$ cat config.mk
export PLATFORM = sky130hd
export DESIGN_NAME = phy_rx_deser_n_flat
export DESIGN_NICKNAME = d
export VERILOG_FILES = /design/src/rtl/phy_rx_pkg.sv /design/src/rtl/phy_rx_deser_n_if.sv /design/src/rtl/phy_rx_lane.sv /design/src/rtl/phy_rx_deser_n.sv /design/src/flat_wrapper.sv
export SDC_FILE = /design/constraint.sdc
export NUM_CORES = 1
export LEC_CHECK = 0
export CAP_MARGIN = 5
export CELL_PAD_IN_SITES_DETAIL_PLACEMENT = 2
export CELL_PAD_IN_SITES_GLOBAL_PLACEMENT = 2
export CORE_MARGIN = 4
export CORE_UTILIZATION = 35
export DETAILED_ROUTE_END_ITERATION = 10
export PLACE_DENSITY_LB_ADDON = 0.2
export SYNTH_ARGS = -nofsm -noshare
export SYNTH_HDL_FRONTEND = slang
export SYNTH_HIERARCHICAL = 1
export SYNTH_SLANG_ARGS = --single-unit
$ cat constraint.sdc
create_clock -name clk_8f -period 1.55 [get_ports clk_8f]
set_input_delay 0.155 -clock clk_8f [delete_from_list [all_inputs] [get_ports clk_8f]]
set_output_delay 0.155 -clock clk_8f [all_outputs]
set_load 0.05 [all_outputs]
$ cat src/rtl/phy_rx_pkg.sv
// -----------------------------------------------------------------------------
// phy_rx_pkg
// Shared definitions for the multi-lane receive deserializer:
//   - state_t     : per-lane alignment state (SEARCH / CHECK / SYNC)
//   - COMMA_DEF   : default alignment/idle symbol
//   - cnt_width() : width of a counter that must hold values 0..max_val
// -----------------------------------------------------------------------------
package phy_rx_pkg;

    typedef enum logic [1:0] {
        ST_SEARCH = 2'd0,   // hunting for a comma at any bit position
        ST_CHECK  = 2'd1,   // counting word-aligned commas to qualify lock
        ST_SYNC   = 2'd2    // locked, delivering data words
    } state_t;

    localparam logic [7:0] COMMA_DEF = 8'hBC;

    // Bits needed to represent 0..max_val (never less than one bit).
    function automatic int cnt_width(input int max_val);
        return (max_val < 2) ? 1 : $clog2(max_val + 1);
    endfunction

endpackage

$ cat src/rtl/phy_rx_deser_n_if.sv
// -----------------------------------------------------------------------------
// phy_rx_deser_n_if
// Serial-in / parallel-out bundle of the deserializer.
//   data_in    : one serial bit per lane, MSB of each word first
//   data_out   : lane i word at [i*WIDTH +: WIDTH], held between updates
//   valid_out  : per-lane one-cycle strobe for a new data word
//   active_out : per-lane lock indication
// Modports: master = serial source / word consumer, slave = deserializer.
// -----------------------------------------------------------------------------
interface phy_rx_deser_n_if #(
    parameter int NUM_LANES = 2,
    parameter int WIDTH     = 8
);
    logic [NUM_LANES-1:0]       data_in;
    logic [NUM_LANES*WIDTH-1:0] data_out;
    logic [NUM_LANES-1:0]       valid_out;
    logic [NUM_LANES-1:0]       active_out;

    modport master (
        output data_in,
        input  data_out,
        input  valid_out,
        input  active_out
    );

    modport slave (
        input  data_in,
        output data_out,
        output valid_out,
        output active_out
    );
endinterface

$ cat src/rtl/phy_rx_lane.sv
// -----------------------------------------------------------------------------
// phy_rx_lane
// Single-lane deserializer: shift register, bit counter, comma-based word
// alignment, lock qualification and loss-of-sync detection.
// Ports:
//   i_clk    : bit-rate clock
//   i_rst_n  : asynchronous active-low reset
//   i_data   : serial input bit, MSB of each word first
//   o_data   : last delivered data word (held)
//   o_valid  : one-cycle strobe when o_data is updated
//   o_active : 1 while the lane is locked
// -----------------------------------------------------------------------------
module phy_rx_lane
    import phy_rx_pkg::*;
#(
    parameter int               WIDTH       = 8,
    parameter logic [WIDTH-1:0] COMMA       = WIDTH'(COMMA_DEF),
    parameter int               SYNC_COMMAS = 4,
    parameter int               MAX_RUN     = 16
) (
    input  logic             i_clk,
    input  logic             i_rst_n,
    input  logic             i_data,
    output logic [WIDTH-1:0] o_data,
    output logic             o_valid,
    output logic             o_active
);

    localparam int CNT_W   = cnt_width(WIDTH - 1);
    localparam int COMMA_W = cnt_width(SYNC_COMMAS);
    localparam int RUN_W   = cnt_width(MAX_RUN + 1);
    localparam logic [CNT_W-1:0] CNT_LAST = CNT_W'(WIDTH - 1);

    state_t             r_state;
    state_t             w_state_next;
    logic [WIDTH-1:0]   r_sr;
    logic [CNT_W-1:0]   r_cnt;
    logic [CNT_W-1:0]   w_cnt_next;
    logic [COMMA_W-1:0] r_comma_cnt;
    logic [COMMA_W-1:0] w_comma_next;
    logic [RUN_W-1:0]   r_run_cnt;
    logic [RUN_W-1:0]   w_run_next;
    logic [WIDTH-1:0]   r_data;
    logic [WIDTH-1:0]   w_data_next;
    logic               r_valid;
    logic               w_valid_next;

    logic [WIDTH-1:0]   w_nxt;
    logic               w_word_done;
    logic               w_is_comma;

    // Window including the bit being sampled on this edge.
    assign w_nxt       = {r_sr[WIDTH-2:0], i_data};
    assign w_word_done = (r_cnt == CNT_LAST);
    assign w_is_comma  = (w_nxt == COMMA);

    always_ff @(posedge i_clk or negedge i_rst_n) begin
        if (!i_rst_n) begin
            r_state     <= ST_SEARCH;
            r_sr        <= '0;
            r_cnt       <= '0;
            r_comma_cnt <= '0;
            r_run_cnt   <= '0;
            r_data      <= '0;
            r_valid     <= 1'b0;
        end else begin
            r_state     <= w_state_next;
            r_sr        <= w_nxt;
            r_cnt       <= w_cnt_next;
            r_comma_cnt <= w_comma_next;
            r_run_cnt   <= w_run_next;
            r_data      <= w_data_next;
            r_valid     <= w_valid_next;
        end
    end

    always_comb begin
        w_state_next = r_state;
        w_cnt_next   = w_word_done ? '0 : r_cnt + 1'b1;
        w_comma_next = r_comma_cnt;
        w_run_next   = r_run_cnt;
        w_data_next  = r_data;
        w_valid_next = 1'b0;

        case (r_state)
            ST_SEARCH: begin
                // Bit-granular hunt: a match defines the word boundary, so
                // the counter restarts and the next word ends WIDTH bits later.
                if (w_is_comma) begin
                    w_cnt_next   = '0;
                    w_comma_next = COMMA_W'(1);
                    // Run count restarts here too, so a direct SEARCH->SYNC
                    // entry never inherits the count that caused a loss of sync.
                    w_run_next   = '0;
                    w_state_next = (SYNC_COMMAS == 1) ? ST_SYNC : ST_CHECK;
                end
            end

            ST_CHECK: begin
                if (w_word_done) begin
                    if (w_is_comma) begin
                        if (int'(r_comma_cnt) + 1 == SYNC_COMMAS) begin
                            w_state_next = ST_SYNC;
                            w_comma_next = '0;
                            w_run_next   = '0;
                        end else begin
                            w_comma_next = r_comma_cnt + 1'b1;
                        end
                    end else begin
                        w_state_next = ST_SEARCH;
                        w_comma_next = '0;
                    end
                end
            end

            ST_SYNC: begin
                if (w_word_done) begin
                    if (w_is_comma) begin
                        w_run_next = '0;    // idle symbol, nothing delivered
                    end else begin
                        w_data_next  = w_nxt;
                        w_valid_next = 1'b1;
                        w_run_next   = r_run_cnt + 1'b1;
                        // The word that exceeds the run limit is still
                        // delivered; lock drops on the same edge.
                        if (MAX_RUN != 0 && int'(r_run_cnt) == MAX_RUN) begin
                            w_state_next = ST_SEARCH;
                        end
                    end
                end
            end

            default: begin
                w_state_next = ST_SEARCH;
                w_comma_next = '0;
                w_run_next   = '0;
            end
        endcase
    end

    assign o_data   = r_data;
    assign o_valid  = r_valid;
    assign o_active = (r_state == ST_SYNC);

endmodule

$ cat src/rtl/phy_rx_deser_n.sv
// -----------------------------------------------------------------------------
// phy_rx_deser_n
// Multi-lane receive deserializer. Each lane is an independent phy_rx_lane;
// this level replicates them and packs their words onto the bus.
// Ports:
//   clk_8f : bit-rate clock, all logic on the rising edge
//   reset  : asynchronous active-low reset
//   bus    : phy_rx_deser_n_if slave (data_in, data_out, valid_out, active_out)
// -----------------------------------------------------------------------------
module phy_rx_deser_n
    import phy_rx_pkg::*;
#(
    parameter int               NUM_LANES   = 2,
    parameter int               WIDTH       = 8,
    parameter logic [WIDTH-1:0] COMMA       = WIDTH'(COMMA_DEF),
    parameter int               SYNC_COMMAS = 4,
    parameter int               MAX_RUN     = 16
) (
    input  logic              clk_8f,
    input  logic              reset,
    phy_rx_deser_n_if.slave   bus
);

    logic [WIDTH-1:0]           w_lane_data [NUM_LANES];
    logic [NUM_LANES-1:0]       w_valid;
    logic [NUM_LANES-1:0]       w_active;
    logic [NUM_LANES*WIDTH-1:0] w_data_packed;

    generate
        for (genvar gi = 0; gi < NUM_LANES; gi++) begin : g_lane
            phy_rx_lane #(
                .WIDTH       (WIDTH),
                .COMMA       (COMMA),
                .SYNC_COMMAS (SYNC_COMMAS),
                .MAX_RUN     (MAX_RUN)
            ) u_lane (
                .i_clk    (clk_8f),
                .i_rst_n  (reset),
                .i_data   (bus.data_in[gi]),
                .o_data   (w_lane_data[gi]),
                .o_valid  (w_valid[gi]),
                .o_active (w_active[gi])
            );
        end
    endgenerate

    always_comb begin
        w_data_packed = '0;
        for (int i = 0; i < NUM_LANES; i++) begin
            w_data_packed[i*WIDTH +: WIDTH] = w_lane_data[i];
        end
    end

    assign bus.data_out   = w_data_packed;
    assign bus.valid_out  = w_valid;
    assign bus.active_out = w_active;

endmodule
$ cat src/flat_wrapper.sv
// flat-port wrapper written by rule: the top's interface ports become plain ports
module phy_rx_deser_n_flat import phy_rx_pkg::*;
#(
    parameter int               NUM_LANES   = 2,
    parameter int               WIDTH       = 8,
    parameter logic [WIDTH-1:0] COMMA       = WIDTH'(COMMA_DEF),
    parameter int               SYNC_COMMAS = 4,
    parameter int               MAX_RUN     = 16
)
  (clk_8f, reset, bus_data_in, bus_data_out, bus_valid_out, bus_active_out);
  phy_rx_deser_n_if #(.NUM_LANES(NUM_LANES), .WIDTH(WIDTH)) bus_i ();
  input  logic clk_8f;
  input  logic reset;
  input wire logic [$bits(bus_i.data_in)-1:0] bus_data_in;
  output wire logic [$bits(bus_i.data_out)-1:0] bus_data_out;
  output wire logic [$bits(bus_i.valid_out)-1:0] bus_valid_out;
  output wire logic [$bits(bus_i.active_out)-1:0] bus_active_out;
  assign bus_i.data_in = bus_data_in;
  assign bus_data_out = bus_i.data_out;
  assign bus_valid_out = bus_i.valid_out;
  assign bus_active_out = bus_i.active_out;
  phy_rx_deser_n #(.NUM_LANES(NUM_LANES), .WIDTH(WIDTH), .COMMA(COMMA), .SYNC_COMMAS(SYNC_COMMAS), .MAX_RUN(MAX_RUN)) u_core (.clk_8f(clk_8f), .reset(reset), .bus(bus_i));
endmodule
== Yosys cells after proc, flatten, opt, wreduce, memory -nomap -nowiden ==
Index checks and enable logic that the tools add are counted.

* Equal/unequal tests: 28
* Add/subtract/negate cells: 8
* Bitwise gates (word level): 4
* Reductions and logical operators: 10
* Multiplexer cells: 52

{| class="wikitable"
|+ Operator list
! cell !! count
|-
| $mux W5 || 12
|-
| $mux W3 || 14
|-
| $pmux W5 S3 || 2
|-
| $mux W2 || 14
|-
| $ne A2 B2 Y1 const B || 10
|-
| $pmux W3 S3 || 2
|-
| $eq A8 B8 Y1 const B || 2
|-
| $add A3 B1 Y3 const B || 4
|-
| $pmux W2 S3 || 2
|-
| $reduce_and A3 Y1 || 4
|-
| $reduce_and A6 Y1 || 2
|-
| $add A5 B1 Y5 const B || 2
|-
| $eq A5 B5 Y1 const B || 2
|-
| $reduce_and A5 Y1 || 2
|-
| $add A3 B1 Y4 const B || 2
|-
| $eq A4 B3 Y1 const B || 2
|-
| $ne A2 B1 Y1 const B || 4
|-
| $eq A3 B3 Y1 const B || 2
|-
| $mux W1 || 6
|-
| $ne A3 B3 Y1 const B || 2
|-
| $eq A2 B1 Y1 const B || 2
|-
| $eq A2 B2 Y1 const B || 2
|-
| $logic_not A2 Y1 || 2
|-
| $not A1 Y1 || 4
|}

* Register bits: 58
* Bits of input ports: 4
* Output and inout bits: 20
* Logic and storage cells: 116

== Depth between registers and ports, before layout ==
* Depth in word-level cells: 6
* Depth in mapped cells: 8
* Depth with buffers taken out: 7

== Hierarchy ==
The synthesis kept the hierarchy.

{| class="wikitable"
|+ By module, submodules not included
! module !! area an instance (µm²) !! seq. area each (µm²) !! cells each !! times used
|-
| phy_rx_lane (u_core.g_lane[1].u_lane) || 1365.1 || 725.7 || 119 || 1
|-
| phy_rx_lane (u_core.g_lane[0].u_lane) || 1297.5 || 725.7 || 103 || 1
|}

== Worst setup path after synthesis ==
No wires, ideal clock.

* Kind: register to register
* Start point: register u_core.g_lane[0].u_lane.r_state[0]
* End point: register u_core.g_lane[0].u_lane.r_data[1]
* Period minus slack after synthesis: 2.267 ns
* Buffers on the path: 2
* Stages on the path, launching flop included: 8
* Data required time: 1.425 ns
* Arrival time: 2.142 ns
* Setup slack: -0.717 ns
* Setup time: 0.125 ns
* Path through: dfrtp_1 -> buf_2 -> nor2b_1 -> and2_4 -> nand2_2 -> inv_2 -> buf_6 -> mux2_4

* Word-level cells in the longest chain between the ends: 2

{| class="wikitable"
|+ Ends and longest elaborated chain
! what !! RTL line !! RTL
|-
| from (decl) || phy_rx_lane.sv:34 || <nowiki>state_t r_state;</nowiki>
|-
| from (signal assigned) || phy_rx_lane.sv:67 || <nowiki>r_state <= w_state_next;</nowiki>
|-
| $eq A2 B2 Y1 || - ||
|-
| named net bus_active_out[0] || flat_wrapper.sv:17 || <nowiki>output wire logic [$bits(bus_i.active_out)-1:0] bus_active_out;</nowiki>
|-
| $reduce_and A3 Y1 (no source line) || - ||
|-
| to (signal assigned) || phy_rx_lane.sv:72 || <nowiki>r_data <= w_data_next;</nowiki>
|-
| to (decl) || phy_rx_lane.sv:43 || <nowiki>logic [WIDTH-1:0] r_data;</nowiki>
|}

The timed path passes the listed nets, and every way through them passes these cells.
A chain may end at the register's enable or synchronous reset.

== Worst setup path after layout ==
* Start point: register u_core.g_lane[0].u_lane.r_sr[5]
* End point: register u_core.g_lane[0].u_lane.r_run_cnt[1]

* Word-level cells in the longest chain between the ends: 4
* Elaborated cells on any way between the ends: 7
* Those cells by class: 3 x eq/ne; 3 x mux; 1 x reduce/logical

{| class="wikitable"
|+ Ends and longest elaborated chain
! what !! RTL line !! RTL
|-
| from (decl) || phy_rx_lane.sv:36 || <nowiki>logic [WIDTH-1:0] r_sr;</nowiki>
|-
| from (signal assigned) || phy_rx_lane.sv:68 || <nowiki>r_sr <= w_nxt;</nowiki>
|-
| $eq A8 B8 Y1 (*) || phy_rx_lane.sv:55 || <nowiki>assign w_is_comma = (w_nxt == COMMA);</nowiki>
|-
| $mux W5 || phy_rx_lane.sv:118 || <nowiki>if (w_is_comma) begin</nowiki>
|-
| $mux W5 || phy_rx_lane.sv:117 || <nowiki>if (w_word_done) begin</nowiki>
|-
| $pmux W5 S3 || phy_rx_lane.sv:85 || <nowiki>case (r_state)</nowiki>
|-
| to (signal assigned) || phy_rx_lane.sv:71 || <nowiki>r_run_cnt <= w_run_next;</nowiki>
|-
| to (decl) || phy_rx_lane.sv:41 || <nowiki>logic [RUN_W-1:0] r_run_cnt;</nowiki>
|}

Every way passes the cells marked *; elsewhere a longest branch is shown, timed or not. The select of a mux whose other input is x is not followed.

==> metrics <==
f_max ~0.53 GHz; post-synthesis sequential area ratio between 50% and 60%; Distinct cells, synth 49; RSZ-0062 raised after global routing yes; Die W between 90 and 100 µm; CP endpoint u_core/g_lane[0].u_lane/r_run_cnt[1]$_DFFE_PN0P_; row count 31; sw power 0.00127 W; IO buf count 23; violated checks setup timing; Post-synth EDFFs 0; Sequential Area 1450 µm²; Gate power share between 10% and 20%; footprint of the multi-input gates 1600 µm²; FF-to-FF path depth 6; vias in the first global route between 2,000 and 3,000; Ys Warns 6; Hold Slack ~310 ps; worst slew pin tran just under 500 ps; maximum clock insertion buffer count 2; DR iter-0 viols between 100 and 150; DRT Wirelength around 14,000 µm; Vias 2,462; clk_lat worst skew between 300 and 400 ps; cell taking the most area after synthesis dfrtp_1; root buf cell clkbuf_8; fillers about 650; TritonCTS Buffers 9; Detail Route Antenna Nets 0; post-synth design cell area 2660 µm²; worst r2r src u_core/g_lane[0].u_lane/r_sr[5]$_DFF_PN0_; Switching Share 33.4%; Crit Path Class reg2reg; largest net degree at the start of global routing 59; sequential share of power 45.5%; Critical Path RT approximately 1800 ps; Yosys reg bits 58; DR DRC count 0; ant diodes 0; P_int between 0.002 and 0.003 W; Area Growth Syn to Fin 63.1%; layout cells sized above 1 61.7%; Net count, final 348; worst min path class in2reg; Pre-Repair DR Iteration Count 4; clk slew on worst S/H paths roughly 90 ps; reg-to-reg slack, setup -320 ps; ranking of synthesized cells by area dfrtp_1 55%, ha_1 5.6%, mux2_4 3.4%; Synth async-reset ratio 100%; synthesized net count about 240; LEAKAGE around 2 nW; WP data arrival 2120 ps; P per Cell Area 877 nW/µm²; HPWL after DPL 5230 µm; core area 7330 µm²; Tmin final 1870 ps; gr ovfl total 0; maximum vdd ir drop 0.000662 V; Synth top area share 54.5%; Final setup viols 41; Finished Layout Cells 436; Pins Over Slew Limit 0; Avg Vias per Cell 5.65; post-placement cell count 383; top post-synthesis cells by count 58 x dfrtp_1, 12 x ha_1, 12 x nand2_1; Slew HR 67.4%; Max-cap violations 0; clock share of power between 30% and 40%; status finished with violations; gpl congestion about 0.72; Crit Path Max Fanout 5; Post-synth top flop dfrtp_1; initial antenna violation count 0; top-count cell post-synth dfrtp_1; Syn Inst Count approximately 220; crit end category flop; Layout Skew 11.9 ps; GRT Total Usage a little over a quarter; reg2reg end u_core/g_lane[0].u_lane/r_run_cnt[1]$_DFFE_PN0P_; Sink Count 58; total power 0.00381 W; Die Ht 95.2 µm; starting density of the core 36.3%; global-route wire length before repair 17,200 µm; Final Worst Setup Slack -320 ps; crit path launch type flop; final worst path period share 121%; final hold violation count 0; I/O pin count 24; mean post-synth cell area 12.0 µm²; CTS H-tree lvls 3; worst setup path start u_core/g_lane[0].u_lane/r_sr[5]$_DFF_PN0_; routed length per instance 32.3 µm; Place WS -431 ps; die area 9070 µm²; CTS tree built
==> area by class of cell <==
class / count / area share (%)
clock buffer: 10 / 3.17
clock inverter: 6 / 0.980
inverter: 12 / 1.27
multi-input combinational: 144 / 36.9
sequential: 58 / 33.5
tap: 99 / 2.85
timing repair buffer: 106 / 21.1
timing repair inverter: 1 / 0.259
==> routing by layer <==
metal	vias to the layer above	track usage [%]	part of all wire, %
met1	1315	33.5	40
li1	1031	-	-
met2	87	45.0	51
met4	0	8.89	2.6
met5	-	0	0
met3	29	6.00	6.3
==> logic make-up (layout without fill, tap and decap cells) <==
logic type	Yosys count	count (layout)	synth area share (%)
flops	58	58	54.5
simple gates	57	57	12.9
compound gates	56	56	14.8
buf+inv	20	135	3.43
mux	19	19	8.74
fa+ha+maj	12	12	5.64
==> worst min path at each step <==
stage | from | slack, ps | cells after the start | endpoint
3_3_place_gp | reset | 190 | 2 | u_core/g_lane[0].u_lane/o_valid$_DFF_PN0_
2_1_floorplan | reset | -140 | 0 | u_core/g_lane[0].u_lane/o_data[0]$_DFFE_PN0P_
3_5_place_dp | reset | 190 | 2 | u_core/g_lane[0].u_lane/o_valid$_DFF_PN0_
6_report | bus_data_in[0] | 310 | 1 | u_core/g_lane[0].u_lane/r_sr[0]$_DFF_PN0_
5_1_grt | bus_data_in[0] | 300 | 1 | u_core/g_lane[0].u_lane/r_sr[0]$_DFF_PN0_
4_1_cts | bus_data_in[0] | 300 | 1 | u_core/g_lane[0].u_lane/r_sr[0]$_DFF_PN0_
==> state kept, by name (all words and copies together), names as in the netlist <==
signal and flops:
u_core/g_lane.u_lane/o_data 16, u_core/g_lane.u_lane/r_run_cnt 10, u_core/g_lane.u_lane/r_cnt 6, u_core/g_lane.u_lane/r_sr 14
u_core/g_lane.u_lane/r_comma_cnt 6, u_core/g_lane.u_lane/o_valid 2, u_core/g_lane.u_lane/r_state 4
==> repair_timing <==
item                       CTS  global route
cloned                       3             0
gates resized for setup     50            61
setup endpoints to repair   36            38
hold endpoints to repair    58             0
buffers inserted            15            19
pin swaps                   15            21
hold buffers                 1             0
==> power by group through the flow <==
stage	registers, W	logic, W	clock network [W]
final	0.00173	0.000638	0.00144
after global routing	0.00174	0.000690	0.00152
after CTS	0.00170	0.000493	0.00132
after detailed placement	0.00171	0.000387	0
after global placement	0.00170	0.000363	0
after floorplan	0.00170	0.000203	0
==> metrics by stage <==
step	setup TNS, ps	cell area (µm²)	util (%)
6_report	-7490	4340	59.2
5_1_grt	-9720	4340	59.2
4_1_cts	-3440	3900	53.2
3_5_place_dp	-10260	3370	46.0
3_3_place_gp	-7190	3370	46.0
2_1_floorplan	-1680	2740	-
==> critical path, stage by stage (launching register included) <==
cell	delay (ps)
dfrtp_1	390
and4b_2	360
nand4_4	110
buf_6	170
o31a_1	280
o31ai_4	100
mux2i_2	350
==> cells in the final DEF (no fill, tap or decap), types with 4 or more instances in the layout <==
master,count
buf_6,18
clkbuf_8,10
buf_4,79
mux2_4,15
nand2_1,8
o21ai_1,8
nor2_2,4
ha_4,4
ha_1,5
a31oi_4,6
inv_1,8
buf_12,4
nor2_1,6
dfrtp_1,57
nand2_2,4
a21oi_2,9
(Power assumes the default switching activity.)
